`src/rtl/calc_bin2bcd_if.sv`:
```
// Handshake/data bundle between the calculator (master) and the
// binary-to-BCD converter (slave).
interface calc_bin2bcd_if #(
  parameter int BITS   = 32,
  parameter int DIGITS = 10
);
  logic [BITS-1:0]     bin_in;
  logic                convert;
  logic                busy;
  logic [4*DIGITS-1:0] bcd_out;
  logic                bcd_valid;
  logic                overflow;
  logic                neg;

  modport master (
    output bin_in, convert,
    input  busy, bcd_out, bcd_valid, overflow, neg
  );

  modport slave (
    input  bin_in, convert,
    output busy, bcd_out, bcd_valid, overflow, neg
  );
endinterface

```
`src/rtl/calc_bin2bcd.sv`:
```
// calc_bin2bcd: sequential double-dabble binary-to-BCD converter, one shift
// per clock. Optional feature macro: BIN2BCD_SIGNED_EN (two's complement
// input, magnitude converted and sign reported on neg).
module calc_bin2bcd #(
  parameter int BITS   = 32,
  parameter int DIGITS = 10
) (
  input  logic          clk,
  input  logic          reset,
  calc_bin2bcd_if.slave bus
);

  localparam int CW = $clog2(BITS + 1);
  localparam int SW = 4 * DIGITS;

  typedef enum logic [1:0] {S_IDLE, S_SHIFT, S_DONE} state_t;

  state_t          r_state;
  state_t          w_state_next;
  logic [BITS-1:0] r_shreg;
  logic [SW-1:0]   r_scratch;
  logic [SW-1:0]   w_corr;
  logic [CW-1:0]   r_cnt;
  logic            r_ovf;
  logic            r_sign;
  logic [SW-1:0]   r_bcd;
  logic            r_valid;
  logic            r_overflow;
  logic            r_neg;
  logic            w_busy;
  logic [BITS-1:0] w_mag;
  logic            w_sign;

`ifdef BIN2BCD_SIGNED_EN
  // Negation is done as BITS-bit unsigned so the most negative value maps to 2^(BITS-1).
  assign w_sign = bus.bin_in[BITS-1];
  assign w_mag  = w_sign ? (BITS'(0) - bus.bin_in) : bus.bin_in;
`else
  assign w_sign = 1'b0;
  assign w_mag  = bus.bin_in;
`endif

  // Add-3 correction per digit on the pre-shift scratch; a digit <=9 never carries out.
  generate
    for (genvar gi = 0; gi < DIGITS; gi++) begin : g_corr
      assign w_corr[4*gi +: 4] = (r_scratch[4*gi +: 4] >= 4'd5) ?
                                 (r_scratch[4*gi +: 4] + 4'd3) :
                                 r_scratch[4*gi +: 4];
    end
  endgenerate

  // State register.
  always_ff @(posedge clk) begin
    if (reset) r_state <= S_IDLE;
    else       r_state <= w_state_next;
  end

  // Next-state logic: convert only honoured in IDLE; last shift when counter reaches 1.
  always_comb begin
    w_state_next = r_state;
    case (r_state)
      S_IDLE:  if (bus.convert) w_state_next = S_SHIFT;
      S_SHIFT: if (r_cnt == CW'(1)) w_state_next = S_DONE;
      S_DONE:  w_state_next = S_IDLE;
      default: w_state_next = S_IDLE;
    endcase
  end

  // FSM outputs: busy covers SHIFT and DONE so it drops together with the valid pulse.
  always_comb begin
    w_busy = 1'b0;
    if (r_state != S_IDLE) w_busy = 1'b1;
  end

  // Datapath: latch, shift with correction, and publish the result at DONE.
  always_ff @(posedge clk) begin
    if (reset) begin
      r_shreg    <= '0;
      r_scratch  <= '0;
      r_cnt      <= '0;
      r_ovf      <= 1'b0;
      r_sign     <= 1'b0;
      r_bcd      <= '0;
      r_valid    <= 1'b0;
      r_overflow <= 1'b0;
      r_neg      <= 1'b0;
    end else begin
      r_valid <= 1'b0;
      case (r_state)
        S_IDLE: begin
          if (bus.convert) begin
            r_shreg   <= w_mag;
            r_sign    <= w_sign;
            r_scratch <= '0;
            r_ovf     <= 1'b0;
            r_cnt     <= CW'(BITS);
          end
        end
        S_SHIFT: begin
          {r_scratch, r_shreg} <= {w_corr[SW-2:0], r_shreg, 1'b0};
          if (w_corr[SW-1]) r_ovf <= 1'b1;
          r_cnt <= r_cnt - CW'(1);
        end
        S_DONE: begin
          r_bcd      <= r_scratch;
          r_overflow <= r_ovf;
          r_neg      <= r_sign;
          r_valid    <= 1'b1;
        end
        default: ;
      endcase
    end
  end

  assign bus.busy      = w_busy;
  assign bus.bcd_out   = r_bcd;
  assign bus.bcd_valid = r_valid;
  assign bus.overflow  = r_overflow;
  assign bus.neg       = r_neg;

endmodule

```
`src/flat_wrapper.sv`:
```
// flat-port wrapper written by rule: the top's interface ports become plain ports
module calc_bin2bcd_flat 
#(
  parameter int BITS   = 32,
  parameter int DIGITS = 10
)
  (clk, reset, bus_bin_in, bus_convert, bus_busy, bus_bcd_out, bus_bcd_valid, bus_overflow, bus_neg);
  calc_bin2bcd_if #(.BITS(BITS), .DIGITS(DIGITS)) bus_i ();
  input  logic clk;
  input  logic reset;
  input wire logic [$bits(bus_i.bin_in)-1:0] bus_bin_in;
  input wire logic [$bits(bus_i.convert)-1:0] bus_convert;
  output wire logic [$bits(bus_i.busy)-1:0] bus_busy;
  output wire logic [$bits(bus_i.bcd_out)-1:0] bus_bcd_out;
  output wire logic [$bits(bus_i.bcd_valid)-1:0] bus_bcd_valid;
  output wire logic [$bits(bus_i.overflow)-1:0] bus_overflow;
  output wire logic [$bits(bus_i.neg)-1:0] bus_neg;
  assign bus_i.bin_in = bus_bin_in;
  assign bus_i.convert = bus_convert;
  assign bus_busy = bus_i.busy;
  assign bus_bcd_out = bus_i.bcd_out;
  assign bus_bcd_valid = bus_i.bcd_valid;
  assign bus_overflow = bus_i.overflow;
  assign bus_neg = bus_i.neg;
  calc_bin2bcd #(.BITS(BITS), .DIGITS(DIGITS)) u_core (.clk(clk), .reset(reset), .bus(bus_i));
endmodule
```
`config.mk`:
```
export PLATFORM = sky130hd
export DESIGN_NAME = calc_bin2bcd_flat
export DESIGN_NICKNAME = d
export VERILOG_FILES = /design/src/rtl/calc_bin2bcd_if.sv /design/src/rtl/calc_bin2bcd.sv /design/src/flat_wrapper.sv
export SDC_FILE = /design/constraint.sdc
export NUM_CORES = 1
export LEC_CHECK = 0
export BUFFER_PORTS_ARGS = -buffer_cell sky130_fd_sc_hd__buf_4
export CORE_ASPECT_RATIO = 0.5
export CORE_MARGIN = 2
export CORE_UTILIZATION = 39
export DETAILED_ROUTE_END_ITERATION = 12
export GPL_TIMING_DRIVEN = 0
export SYNTH_ARGS = -nofsm -noshare
export SYNTH_HDL_FRONTEND = slang
export SYNTH_SLANG_ARGS = --single-unit
```
`constraint.sdc`:
```
create_clock -name clk -period 1.9 [get_ports clk]
set_clock_uncertainty 0.15 [all_clocks]
set_input_delay 0.095 -clock clk [delete_from_list [all_inputs] [get_ports clk]]
set_output_delay 0.095 -clock clk [all_outputs]
set_load 0.02 [all_outputs]
```
Yosys cells after proc, flatten, opt, wreduce, memory -nomap -nowiden

Cells that the tools add are included.
Widths: inputs -> output; s select.

Word-level logic and storage cells: 65
Flip-flop bits (word level): 123
Output and inout port bits: 44
Input bits: 35

Add/sub/neg operators: 11
Order comparisons: 10
Reduce and logical (&&, ||, !) cells: 6
Equality and inequality tests: 6
Muxes and demuxes: 24

Operators by type and width:

| cell                | count |
|---|---|
| $pmux 40 s2         | 1 |
| $pmux 32 s2         | 1 |
| $add 4x2->4 const B | 10 |
| $ge 4x3->1 const B  | 10 |
| $mux 4              | 10 |
| $mux 40             | 1 |
| $mux 32             | 1 |
| $pmux 6 s2          | 1 |
| $eq 6x1->1 const B  | 1 |
| $mux 6              | 1 |
| $sub 6x1->6 const B | 1 |
| $mux 1              | 4 |
| $mux 2              | 2 |
| $ne 2x1->1 const B  | 2 |
| $pmux 2 s2          | 1 |
| $reduce_and 2->1    | 2 |
| $reduce_bool 2->1   | 2 |
| $reduce_and 3->1    | 1 |
| $eq 2x1->1 const B  | 1 |
| $eq 2x2->1 const B  | 1 |
| $logic_not 2->1     | 1 |
| $ne 2x2->1 const B  | 1 |
| $pmux 1 s2          | 1 |

Logic depth before layout (Yosys ltp)

Gate-level depths: netlist (run 1).

Depth in word-level cells: 4
Depth in mapped cells: 7
Mapped depth without buffers: 6

Least setup slack after synthesis (run 1)

No wires, ideal clock.

Path kind: register to register
Start point: register u_core.r_scratch[37]
End point: register u_core.r_scratch[38]
Data required time: 1633 ps
Cell stages (with the launch flop): 7
Path slack: 379 ps
Arrival: 1255 ps
Library setup time: 117 ps
Clock period less this slack: 1521 ps
Cells stage by stage: dfxtp_1 inv_1 ha_1 nand2b_1 a21oi_1 mux2i_1 a22o_1

Longest elaborated chain between the ends: 3

Ends and longest elaborated chain:

| what                                      | line                                   | RTL |
|---|---|---|
| start, declared                           | calc_bin2bcd.sv:21                     | `logic [SW-1:0] r_scratch;` |
| start signal, assigned                    | calc_bin2bcd.sv:100                    | `{r_scratch, r_shreg} <= {w_corr[SW-2:0], r_shreg, 1'b0};` |
| $add 4x2->4 or $ge 4x3->1 (tied branches) | calc_bin2bcd.sv:47, calc_bin2bcd.sv:46 |  |
| $mux 4 *                                  | calc_bin2bcd.sv:46                     | `assign w_corr[4*gi +: 4] = (r_scratch[4*gi +: 4] >= 4'd5) ?` |
| $pmux 40 s2 *                             | calc_bin2bcd.sv:89                     | `case (r_state)` |

Mark *: on every way between the ends. The rest lies on a longest branch, timed or not.
A chain may end at the register's enable or synchronous reset.

Worst setup path after layout (run 1)

Start point: register u_core.r_state[1]
End point: output bus_busy

Longest elaborated chain between the ends: 2

Ends and longest elaborated chain:

| what                   | line               | RTL |
|---|---|---|
| start, declared        | calc_bin2bcd.sv:18 | `state_t r_state;` |
| start signal, assigned | calc_bin2bcd.sv:55 | `else r_state <= w_state_next;` |
| $reduce_bool 2->1      | calc_bin2bcd.sv:72 | `if (r_state != S_IDLE) w_busy = 1'b1;` |
| $mux 1                 | calc_bin2bcd.sv:72 |  |
| end, declared          | flat_wrapper.sv:13 | `output wire logic [$bits(bus_i.busy)-1:0] bus_busy;` |

Every way passes these cells.

==> impl_metrics.env, run 1 <==
export IMPL_gp_congestion=0.827
export IMPL_start_util_pct=40.3
export IMPL_numCtsBuffers=17
export IMPL_drive_gt1_share_pct=21.8
export IMPL_area_delta_synth_final_pct=27.8
export IMPL_avgViaCountPerCell=5.12
export IMPL_synth_async_reset_ratio_pct=0
export IMPL_core_um2=14600
export IMPL_syn_area_um2=5890
export IMPL_fin_crit_sh_pct=96.4
export IMPL_layout_min_cycle_time_ns=1.83
export IMPL_yosysTopAreaCell="dfxtp_1"
export IMPL_die_h_um=90.9
export IMPL_yosysTopAreaCellShare_pct=41.8
export IMPL_r2r_cells=5
export IMPL_max_slew_margin_pct=47.8
export IMPL_cts_root_buf="clkbuf_16"
export IMPL_clk_pin_slew_ns=0.06
export IMPL_synth_cells=713
export IMPL_track_usage_pct=20.7
export IMPL_leakagePower_uw=0.00303
export IMPL_grt_max_degree=20
export IMPL_clkSinkCount=123
export IMPL_min_path_type="input port to flop"
export IMPL_drcViolationCount=0
export IMPL_cap_violations=0
export IMPL_h_tree_depth=4
export IMPL_num_rows=31
export IMPL_grt_pass1_vias=4945
export IMPL_ir_worst_vdd_mv=0.553
export IMPL_cts_buffer_depth=2
export IMPL_synth_warnings=0
export IMPL_rsz0062_at_grt="no"
export IMPL_overflow=0
export IMPL_drtIter0Drc=355
export IMPL_tightest_slew_ns=0.783
export IMPL_syn_nets=770
export IMPL_finalSetupViolCount=0
export IMPL_max_freq_ghz=0.546
export IMPL_worstPathArrival_ns=1.59
export IMPL_syn_area_per_cell_um2=8.27
export IMPL_setup_ws_ns=0.0690
export IMPL_wl_met3_mm=1.08
export IMPL_required_ns=1.65
export IMPL_finalNetCount=884
export IMPL_crit_type="flop to output port"
export IMPL_synth_seq_area_share_pct=41.8
export IMPL_highest_layer="met4"
export IMPL_status="finished clean"
export IMPL_wl_met2_mm=7.06
export IMPL_pre_cts_ws_ns=0.0609
export IMPL_portBuffers=76
export IMPL_cts_tree="built"
export IMPL_wire_per_inst_um=15.6
export IMPL_ant_nets=0
export IMPL_endpoint_kind="output port"
export IMPL_dp_hpwl_mm=11.1
export IMPL_grt_first_pass_wirelength_mm=26.1
export IMPL_antenna_found_initial=0
export IMPL_synth_edf_count=0
export IMPL_yosysMostFrequentCell="dfxtp_1"
export IMPL_routed_wl_mm=16.2
export IMPL_hold_path_cell_count=5
export IMPL_hold_viol_final=0
export IMPL_fp_dieArea_um2=16200
export IMPL_yosys_top_cells_count="123 x dfxtp_1, 110 x nand2_1, 105 x a21oi_1"
export IMPL_diodes=0
export IMPL_clock_latency_ns=0.42
export IMPL_synth_flop_cell="dfxtp_1"
export IMPL_synth_top_cells_by_area="dfxtp_1 42%, a21oi_1 8.9%, nand2_1 7.0%"
export IMPL_ios=79
export IMPL_die_w_um=178
export IMPL_drtPass1Iterations=5
export IMPL_cp_start_kind="flop"
export IMPL_tns_ns=0
export IMPL_maxSlewViolCount=0
export IMPL_dr_total_vias=5318
export IMPL_met1_length_mm=7.91
export IMPL_post_route_util_pct=51.5
export IMPL_yosysUniqueCellTypes=41
export IMPL_powerDensity_nw_per_um2=943
export IMPL_cp_max_fo=19
export IMPL_synth_seq_cells=123
[report_power, final]
part / total, µW / switching [µW] / internal [µW] / leakage, µW
combinational: 909 / 532 / 377 / 0.00175
clock: 3400 / 1260 / 2140 / 0.000284
sequential: 2790 / 89.1 / 2700 / 0.00100
total: 7100 / 1880 / 5220 / 0.00303
[final cells by class]
type | instances | area, µm²
fill | 1402 | 7090
multi-input combinational | 502 | 3010
sequential | 123 | 2460
timing repair buffer | 96 | 771
clock buffer | 19 | 453
buffer | 51 | 289
tap | 198 | 248
clock inverter | 13 | 166
inverter | 36 | 135
[cells by family (layout without fill, tap and decap cells)]
| group | count (synthesis) | after routing | synth area share, % |
|---|---|---|---|
| compound gates | 194 | 194 | 22.1 |
| xor+xnor | 20 | 20 | 2.97 |
| fa+ha+maj | 22 | 22 | 4.67 |
| buf+inv | 88 | 215 | 7.18 |
| flops | 123 | 123 | 41.8 |
| mux | 13 | 13 | 2.34 |
| other cells | 1 | 1 | 0.0636 |
| simple gates | 252 | 252 | 18.9 |
[final timing paths]
kind	start	endpoint	slack, ns
min reg2reg	u_core.bus.bcd_out[6]	u_core.bus.bcd_out[6]	0.30
max	u_core.r_state[1]	bus_busy	0.07
min	bus_bin_in[10]	u_core.r_shreg[10]	0.003
max reg2reg	u_core.r_state[0]	u_core.r_scratch[11]	0.14
[stage by stage]
| stage | hold slack (ns) | total power (µW) | cell area (µm²) | std cells |
|---|---|---|---|---|
| 6_report | 0.00303 | 7100 | 7530 | 1038 |
| 5_1_grt | 0.0188 | 7360 | 7530 | 1038 |
| 4_1_cts | 0.00128 | 7120 | 7530 | 1038 |
| 3_5_place_dp | 0.175 | 3710 | 6710 | 987 |
| 3_3_place_gp | 0.172 | 3700 | 6710 | 987 |
| 2_1_floorplan | 0.0705 | 3430 | 5890 | 713 |
[metal layers]
metal | GRT usage [%] | vias to the layer above
met2 | 31.4 | 160
li1 | - | 2658
met5 | 0 | -
met3 | 4.80 | 22
met1 | 29.5 | 2478
met4 | 5.46 | 0
[worst max-delay path, stage by stage (launching register included)]
cell	delay [ns]
dfxtp_1	0.31
buf_6	0.14
clkbuf_4	0.25
or2_2	0.32
buf_4	0.16
[layout by cell type (no fill, tap or decap), drive strengths merged, types with 13 or more instances in the layout]
cell and n:
o21ai 31, inv 37, a21oi 105, o221a 14, nor2b 18, dlygate4sd3 20, clkbuf 35, nand2b 13
dfxtp 123, buf 111, nand2 110, ha 22, a2111oi 14, nor2 81
[registers in the layout (all words and copies together), names as in the netlist]
| register | flops |
|---|---|
| u_core.r_state | 2 |
| u_core.bus.bcd_out | 40 |
| u_core.r_cnt | 6 |
| u_core.bus.bcd_valid | 1 |
| u_core.r_shreg | 32 |
| u_core.bus.overflow | 1 |
| u_core.r_scratch | 40 |
| u_core.r_ovf | 1 |
[repair_timing]
item | in CTS | in global routing
setup endpoints to repair | 1 | 9
buffers inserted | 0 | 0
resized for setup | 1 | 4
endpoints found under the hold margin | 22 | 0
hold buffers | 20 | 0
No activity file was read; power rests on OpenSTA's default activity.
==> inputs of run 2 (changes only) <==
--- a/config.mk
+++ b/config.mk
@@ -8,7 +8,7 @@
 export BUFFER_PORTS_ARGS = -buffer_cell sky130_fd_sc_hd__buf_4
 export CORE_ASPECT_RATIO = 0.5
 export CORE_MARGIN = 2
-export CORE_UTILIZATION = 39
+export CORE_UTILIZATION = 31
 export DETAILED_ROUTE_END_ITERATION = 12
 export GPL_TIMING_DRIVEN = 0
 export SYNTH_ARGS = -nofsm -noshare
==> run 2 against run 1 <==
Power up 1.2%. Non-clock buffer count fell by 1. Combinational power shrank 0.6%. Critical path depth unchanged. Setup slack improved by 0.0016 ns. Via count fell by 0.24%. Die area is 25% higher. Fmax is essentially flat. Clock power rose by 3%. Global-route usage is 3.8 points lower. Critical path type unchanged.
==> impl_metrics.env, run 2 (same netlist as run 1, synthesis figures left out) <==
export IMPL_status="finished clean"
export IMPL_worstPathArrival_ns=1.58
export IMPL_pre_cts_ws_ns=0.0805
export IMPL_rsz0062_at_grt="no"
export IMPL_cp_depth=4
export IMPL_cp_top_family="buffers and inverters"
export IMPL_r2r_cells=5
export IMPL_required_ns=1.65
export IMPL_die_w_um=199
export IMPL_layout_min_cycle_time_ns=1.83
export IMPL_met1_length_mm=8.29
export IMPL_wire_per_inst_um=14.9
export IMPL_grt_max_degree=20
export IMPL_crit_type="flop to output port"
export IMPL_drcViolationCount=0
export IMPL_ir_worst_vdd_mv=0.613
export IMPL_wl_met3_um=787
export IMPL_path_buf_inv=3
export IMPL_track_usage_pct=17.0
export IMPL_min_path_type="input port to flop"
export IMPL_cp_start_kind="flop"
export IMPL_cp_max_fo=19
export IMPL_tns_ns=0
export IMPL_max_stage_delay_ns=0.32
export IMPL_dp_hpwl_mm=11.5
export IMPL_final_cell_mix="123 x dfxtp_1, 110 x nand2_1, 105 x a21oi_1, 81 x buf_4, 79 x nor2_1"
export IMPL_core_um2=18500
export IMPL_cts_buffer_depth=2
export IMPL_ant_nets=0
export IMPL_powerDensity_nw_per_um2=944
export IMPL_h_tree_depth=4
export IMPL_cts_tree="built"
export IMPL_drive_gt1_share_pct=21.9
export IMPL_dr_total_vias=5305
export IMPL_max_freq_ghz=0.547
export IMPL_cts_root_buf="clkbuf_16"
export IMPL_hold_viol_final=0
export IMPL_clkSinkCount=123
export IMPL_gp_congestion=0.848
export IMPL_drtIter0Drc=368
export IMPL_endpoint_kind="output port"
export IMPL_area_delta_synth_final_pct=29.2
export IMPL_die_h_um=101
export IMPL_hold_path_cell_count=5
export IMPL_diodes=0
export IMPL_final_common_cell="dfxtp_1"
export IMPL_design_area_um2=7620
export IMPL_fp_dieArea_um2=20200
export IMPL_tightest_slew_ns=0.758
export IMPL_start_util_pct=31.8
export IMPL_maxSlewViolCount=0
export IMPL_antenna_found_initial=0
export IMPL_post_route_util_pct=41.1
export IMPL_post_cts_setup_buffers=0
export IMPL_dpl_cell_area_um2=6790
export IMPL_wl_met2_mm=7.07
export IMPL_portBuffers=76
export IMPL_crit_chain="buf_6 > buf_2 > or2_2 > buf_4"
export IMPL_setup_ws_ns=0.0707
export IMPL_grt_first_pass_wirelength_mm=26.5
export IMPL_highest_layer="met4"
export IMPL_drtPass1Iterations=5
export IMPL_slowest_stage="or2_2"
export IMPL_avgViaCountPerCell=4.83
export IMPL_overflow=0
export IMPL_clk_pin_slew_ns=0.05
export IMPL_ios=79
export IMPL_finalNetCount=883
export IMPL_clock_latency_ns=0.42
export IMPL_numCtsBuffers=17
export IMPL_max_slew_margin_pct=49.5
export IMPL_whs_ns=0.00536
export IMPL_grt_pass1_vias=5183
export IMPL_num_rows=35
export IMPL_fin_crit_sh_pct=96.3
export IMPL_finalSetupViolCount=0
export IMPL_routed_wl_mm=16.4
export IMPL_leakagePower_uw=0.00306
export IMPL_cap_violations=0
export IMPL_fill_cells=1836
-- run 2: changes by cell type in the layout (fill, tap and decap cells not counted), sizes merged --
cell         delta
clkinvlp        -6
clkinv          +4
inv             +3
clkbuf          -2
bufinv          +1
dlygate4sd3     -1
-- run 2: worst paths after layout --
kind	end	start	slack (ns)
worst max-delay path	bus_busy	u_core.r_state[1]	0.07
worst min-delay path	u_core.r_shreg[12]	bus_bin_in[12]	0.005
worst min register to register	u_core.bus.bcd_out[31]	u_core.bus.bcd_out[31]	0.30
worst max register to register	u_core.r_scratch[11]	u_core.r_state[0]	0.13
-- run 2: what timing repair did --
item / 4_1_cts / 5_1_grt
resized for setup: 1 / 4
endpoints found under the hold margin: 21 / 0
setup endpoints to repair: 1 / 11
hold buffers: 19 / 0
-- run 2: tightest hold or removal path, stage by stage --
cell	delay [ns]
buf_4	0.11
nor2_1	0.08
a21oi_1	0.07
nor2_1	0.11
a2111oi_2	0.06
-- run 2: per-layer routing --
| metal | track usage (%) | vias to the layer above |
|---|---|---|
| li1 | - | 2648 |
| met1 | 23.5 | 2504 |
| met2 | 26.8 | 134 |
| met3 | 3.16 | 19 |
| met4 | 5.40 | 0 |
| met5 | 0 | - |
-- run 2: through the flow --
step / total power [µW] / instances
floorplan: 3430 / 713
global placement: 3700 / 1048
detailed placement: 3710 / 1048
CTS: 7230 / 1098
global route: 7440 / 1098
finish: 7190 / 1098
-- run 2: layout make-up --
type                            instances  area, µm²  share of cell area (%)
Multi-Input combinational cell        502       3010                    39.5
Sequential cell                       123       2460                    32.3
Timing Repair Buffer                   95        761                    9.99
Clock buffer                           17        425                    5.59
Tap cell                              259        324                    4.25
Buffer                                 51        288                    3.78
Clock inverter                         15        213                    2.79
Inverter                               36        135                    1.77
-- run 2: power by group --
group / internal [µW] / switching, µW
Combinational: 375 / 529
Sequential: 2700 / 90.3
Clock: 2220 / 1270
Total: 5300 / 1890
